## config.mk

```make
export PLATFORM = sky130hd
export DESIGN_NAME = od_echo_responder
export DESIGN_NICKNAME = d
export VERILOG_FILES = /design/src/rtl/od_echo_responder.sv
export SDC_FILE = /design/constraint.sdc
export NUM_CORES = 1
export LEC_CHECK = 0
export BUFFER_PORTS_ARGS = -buffer_cell sky130_fd_sc_hd__buf_2
export CORE_UTILIZATION = 45
export DETAILED_ROUTE_END_ITERATION = 8
export HOLD_SLACK_MARGIN = 0.1
export PLACE_DENSITY = 0.69
export SYNTH_ARGS = -nofsm -noshare
export SYNTH_HDL_FRONTEND = slang
export SYNTH_SLANG_ARGS = --single-unit
export TNS_END_PERCENT = 100
```

## constraint.sdc

```tcl
create_clock -name clk -period 2.6 [get_ports clk]
set_input_delay 0.13 -clock clk [delete_from_list [all_inputs] [get_ports clk]]
set_output_delay 0.13 -clock clk [all_outputs]
set_load 0.01 [all_outputs]
```

## src/rtl/od_echo_responder.sv

```systemverilog
// Ultrasonic ranging sensor stand-in: accepts a trigger pulse, waits out the
// transducer burst delay, then drives an echo pulse whose width encodes the
// programmed distance, followed by a dead time during which triggers are ignored.
//
// state      | meaning
// -----------+-----------------------------------------------------------
// ST_IDLE    | waiting for a trigger rising edge
// ST_TRIG    | trigger high, measuring its width (saturating count)
// ST_BURST   | accepted trigger fell, emulating burst delay
// ST_ECHO    | echo high for the latched width
// ST_HOLDOFF | dead time after echo fall, triggers ignored
module od_echo_responder #(
  parameter int TRIG_MIN_CYCLES = 500,
  parameter int BURST_CYCLES    = 10000,
  parameter int TIMEOUT_CYCLES  = 1900000,
  parameter int HOLDOFF_CYCLES  = 500000,
  parameter int W               = 22
) (
  input  logic         clk,
  input  logic         reset_n,
  input  logic         trigger,
  input  logic [W-1:0] echo_width_cycles,
  input  logic         object_present,
  output logic         echo,
  output logic         busy,
  output logic         done,
  output logic         trig_reject
);

  // Down-counters load "N-1" and terminate on zero, so N cycles elapse.
  localparam logic [W-1:0] ONE_W       = W'(1);
  localparam logic [W-1:0] TRIG_MIN_W  = W'(TRIG_MIN_CYCLES);
  localparam logic [W-1:0] TIMEOUT_W   = W'(TIMEOUT_CYCLES);
  localparam logic [W-1:0] BURST_TC_W  = W'(BURST_CYCLES - 1);
  localparam logic [W-1:0] HOLDOFF_TC_W = W'(HOLDOFF_CYCLES - 1);

  typedef enum logic [2:0] {
    ST_IDLE,
    ST_TRIG,
    ST_BURST,
    ST_ECHO,
    ST_HOLDOFF
  } state_t;

  state_t         state_q, state_d;
  logic [W-1:0]   cnt_q, cnt_d;
  logic [W-1:0]   width_q, width_d;
  logic           echo_q, echo_d;
  logic           done_q, done_d;
  logic           rej_q, rej_d;
  logic           trig_q;
  logic           rise;
  logic [W-1:0]   width_sel;

  assign rise        = trigger & ~trig_q;
  assign busy        = (state_q != ST_IDLE);
  assign echo        = echo_q;
  assign done        = done_q;
  assign trig_reject = rej_q;

  // Width to latch at trigger fall: no object or over-range forces timeout,
  // zero is promoted to one so an echo is always produced.
  always_comb begin
    width_sel = echo_width_cycles;
    if (!object_present || (echo_width_cycles > TIMEOUT_W)) begin
      width_sel = TIMEOUT_W;
    end else if (echo_width_cycles == '0) begin
      width_sel = ONE_W;
    end
  end

  // Next-state and output logic.
  always_comb begin
    state_d = state_q;
    cnt_d   = cnt_q;
    width_d = width_q;
    echo_d  = echo_q;
    done_d  = 1'b0;
    rej_d   = 1'b0;
    case (state_q)
      ST_IDLE: begin
        if (rise) begin
          state_d = ST_TRIG;
          cnt_d   = ONE_W;
        end
      end
      ST_TRIG: begin
        if (trigger) begin
          if (cnt_q < TRIG_MIN_W) cnt_d = cnt_q + ONE_W;
        end else if (cnt_q >= TRIG_MIN_W) begin
          state_d = ST_BURST;
          cnt_d   = BURST_TC_W;
          width_d = width_sel;
        end else begin
          state_d = ST_IDLE;
          cnt_d   = '0;
          rej_d   = 1'b1;
        end
      end
      ST_BURST: begin
        if (cnt_q == '0) begin
          state_d = ST_ECHO;
          echo_d  = 1'b1;
          cnt_d   = width_q - ONE_W;
        end else begin
          cnt_d = cnt_q - ONE_W;
        end
      end
      ST_ECHO: begin
        if (cnt_q == '0) begin
          state_d = ST_HOLDOFF;
          echo_d  = 1'b0;
          done_d  = 1'b1;
          cnt_d   = HOLDOFF_TC_W;
        end else begin
          cnt_d = cnt_q - ONE_W;
        end
      end
      ST_HOLDOFF: begin
        if (cnt_q == '0) begin
          state_d = ST_IDLE;
        end else begin
          cnt_d = cnt_q - ONE_W;
        end
      end
      default: begin
        state_d = ST_IDLE;
        cnt_d   = '0;
        echo_d  = 1'b0;
      end
    endcase
  end

  // State and output registers; reset drops echo without waiting for a clock.
  always_ff @(posedge clk or negedge reset_n) begin
    if (!reset_n) begin
      state_q <= ST_IDLE;
      cnt_q   <= '0;
      width_q <= '0;
      echo_q  <= 1'b0;
      done_q  <= 1'b0;
      rej_q   <= 1'b0;
      trig_q  <= 1'b0;
    end else begin
      state_q <= state_d;
      cnt_q   <= cnt_d;
      width_q <= width_d;
      echo_q  <= echo_d;
      done_q  <= done_d;
      rej_q   <= rej_d;
      trig_q  <= trigger;
    end
  end

endmodule

```

==> results_dict.tcl <==
set metrics [dict create \
    worstSetupPathType "register to register" \
    drive_above_1_share_pct 24.1 \
    postSynthCellCount 464 \
    cts-buffers-inserted 5 \
    period_minus_slack_ps 2580 \
    critical_path_depth 6 \
    root_buffer "clkbuf_8" \
    drtIter0Drc 413 \
    grt_remaining_overflow 0 \
    grt_max_degree 32 \
    post-route-period-util_pct 99.1 \
    dieWidth_microns 93.3 \
    dp_hpwl_mm 9.18 \
    track_usage_pct 29.9 \
    status "finished, final reports clean" \
    power.density_nw_per_um2 985 \
    fin_util_pct 61.6 \
    slew-limit-headroom_pct 63.4 \
    clockBufferDepth 2 \
    worstPathMaxFanout 9 \
    drt-total-wl_mm 12.2 \
    ant_nets 0 \
    synth_edf_count 0 \
    drv_cap 0 \
    r2r_cells 6 \
    yosys_warnings 0 \
    synthesis.nets 493 \
    worst_hold_path.num_cells 3 \
    clkSinkCount 51 \
    hold_slack_ps 126 \
    slew_viol_final 0 \
    fmax_mhz 388 \
    totalNegativeSetupSlack_ps 0 \
    p_leak_nw 1.98 \
    final_cells 663 \
    tightest_slew_ps 550 \
    rows 32 \
    start_util_pct 47.6 \
    end_kind "register" \
    fin_total_pwr_mw 4.79 \
    grt_pass1_wl_mm 20.3 \
    synth-seq-cells 51 \
    htreeDepth 2 \
    antennaDiodeCount 0 \
    cpLargestDelayFamily "compound AO/OA/AOI/OAI gates" \
    ir_worst_vdd_mv 0.515 \
    nFillCells 655 \
    ys_async_sr_fraction_pct 100 \
    post-route-drc-count 0 \
    die_y_microns 93.3 \
    antenna_found_initial 0 \
    wl_per_cell_microns 18.4 \
    vias 4217 \
    required_ps 2830 \
    finalSetupViolCount 0 \
    cp_slowest_stage_delay_ps 530 \
    start_kind "register" \
    hold_viol 0 \
    rsz0062_at_grt "true" \
    via_per_inst 6.36 \
    cts_tree "done" \
    dieArea_sq_um 8710 \
    worst_slack_ps 24.3 \
    fin_area_sq_um 4860 \
    path_buf_inv 0 \
    worstPathArrival_ps 2810 \
    path_clk_slew_ps 90 \
    place_ws_ps 2.90 \
    crit_chain "or4_4 -> o41a_1 -> a211o_4 -> a311o_4 -> or3_4 -> o211ai_1" \
    worstHoldPathType "input pin to register" \
    seq_area_frac_synth_pct 34.0 \
    port_buffers 29 \
    grt_pass1_vias 4165 \
    place_area_sq_um 4440 \
    first_pass_iters 5 \
    fin_nets 589 \
    coreArea_sq_um 7890 \
    slowest_stage "or4_4" \
    syn_area_per_cell_sq_um 8.09 \
    clk_latency_ps 310 \
    dp_cells 634 \
    ys.flop_type "dfrtp_1" \
    clock_skew_ps 7.32 \
    ios 30 \
    gp_congestion 0.910 \
    syn_area_sq_um 3750 \
    ys_types 63 \
    syn2layout_area_growth_pct 29.4 \
]
sequential cells by signal (all words and copies together), names as in the netlist:
| name | cells |
|---|---|
| cnt_q | 22 |
| trig_q | 1 |
| width_q | 22 |
| echo | 1 |
| trig_reject | 1 |
| done | 1 |
| state_q | 3 |
per-layer routing:
| metal | GRT usage (%) | wire length (microns) | vias to the layer above | part of all wire (%) |
|---|---|---|---|---|
| met3 | 4.39 | 842 | 43 | 6.9 |
| li1 | - | - | 1968 | - |
| met1 | 38.4 | 5060 | 1973 | 41 |
| met4 | 11.3 | 375 | 0 | 3.1 |
| met2 | 50.7 | 5930 | 233 | 49 |
| met5 | 0 | 0 | - | 0 |
power breakdown:
group	internal (mW)	switching [mW]	total (mW)
Sequential	1.07	0.266	1.34
Clock	0.243	0.277	0.520
Combinational	1.25	1.68	2.93
area by class of cell:
| class | instances | area, sq um | area share (%) |
|---|---|---|---|
| Clock inverter | 1 | 7.51 | 0.155 |
| Sequential cell | 51 | 1280 | 26.3 |
| Timing Repair Buffer | 117 | 855 | 17.6 |
| Inverter | 9 | 33.8 | 0.695 |
| Clock buffer | 7 | 96.3 | 1.98 |
| Tap cell | 102 | 128 | 2.63 |
| Multi-Input combinational cell | 376 | 2460 | 50.7 |
final timing paths:
| kind | slack (ps) | startpoint | endpoint |
|---|---|---|---|
| worst max-delay path | 20 | cnt_q[12]$_DFFE_PN0P_ | cnt_q[21]$_DFFE_PN0P_ |
| worst min-delay path | 130 | echo_width_cycles[20] | width_q[20]$_DFFE_PN0P_ |
| worst max register to register | 20 | cnt_q[12]$_DFFE_PN0P_ | cnt_q[21]$_DFFE_PN0P_ |
| worst min register to register | 520 | width_q[16]$_DFFE_PN0P_ | width_q[16]$_DFFE_PN0P_ |
| max in group asynchronous | 1480 | reset_n | state_q[2]$_DFFE_PN0P_ |
| min in group asynchronous | 310 | reset_n | cnt_q[5]$_DFFE_PN0P_ |
cells in the mapped netlist, types with 10 or more instances:
master | instances | area share [%]
nor3_1 | 18 | 2.4
or3_1 | 10 | 1.7
nand2_1 | 41 | 4.1
or4_1 | 13 | 2.6
o21ai_0 | 27 | 3.6
xnor2_1 | 11 | 2.6
nor4_1 | 21 | 3.5
a21oi_1 | 26 | 3.5
nand3_1 | 21 | 2.8
clkbuf_1 | 22 | 2.2
xor2_1 | 10 | 2.3
dfrtp_1 | 51 | 34
nor2_1 | 59 | 5.9
cells in the final DEF, fill, tap and decap left out, drive strengths merged, types with 3 or more instances in the layout:
cell         count
xnor2           11
a22o             4
o211ai           5
ha               3
inv              9
a32oi            4
nand2           41
o2bb2ai          8
nor2            59
nand3b           3
clkbuf           7
a31oi            4
a221o            3
xor2            10
a311oi           3
a221oi           3
nor3            18
or4             14
o21ai           29
or3             10
o31ai            9
a21oi           26
nor4            21
nand2b           8
dlygate4sd3     18
a32o             4
nand4            9
o41ai            3
o21bai           7
buf             99
nand3           21
a211oi           3
dfrtp           51
cell families (layout without fill, tap and decap cells):
| group | after synthesis | count (layout) | synth area share (%) |
|---|---|---|---|
| buffers and inverters | 38 | 134 | 4.37 |
| AOI/OAI and AO/OA | 136 | 137 | 26.7 |
| muxes | 1 | 1 | 0.267 |
| and+or+nand+nor | 214 | 214 | 28.8 |
| adders and majority gates | 3 | 3 | 1.00 |
| xor gates and xnor gates | 21 | 21 | 4.90 |
| DFF | 51 | 51 | 34.0 |
worst min-delay path: cells and delay by family:
kind,cells,cell delay [ps]
AND/OR/NAND/NOR,1,50
buffers and inverters,1,100
AO/OA/AOI/OAI,1,120
what timing repair did:
action	CTS	global route
gates resized for setup	1	18
endpoints found under the hold margin	37	0
pin swaps	0	1
hold buffers	18	0
setup buffers	0	2
setup endpoints to repair	1	34
gates cloned	0	1
No activity file was read; power rests on OpenSTA's default activity.
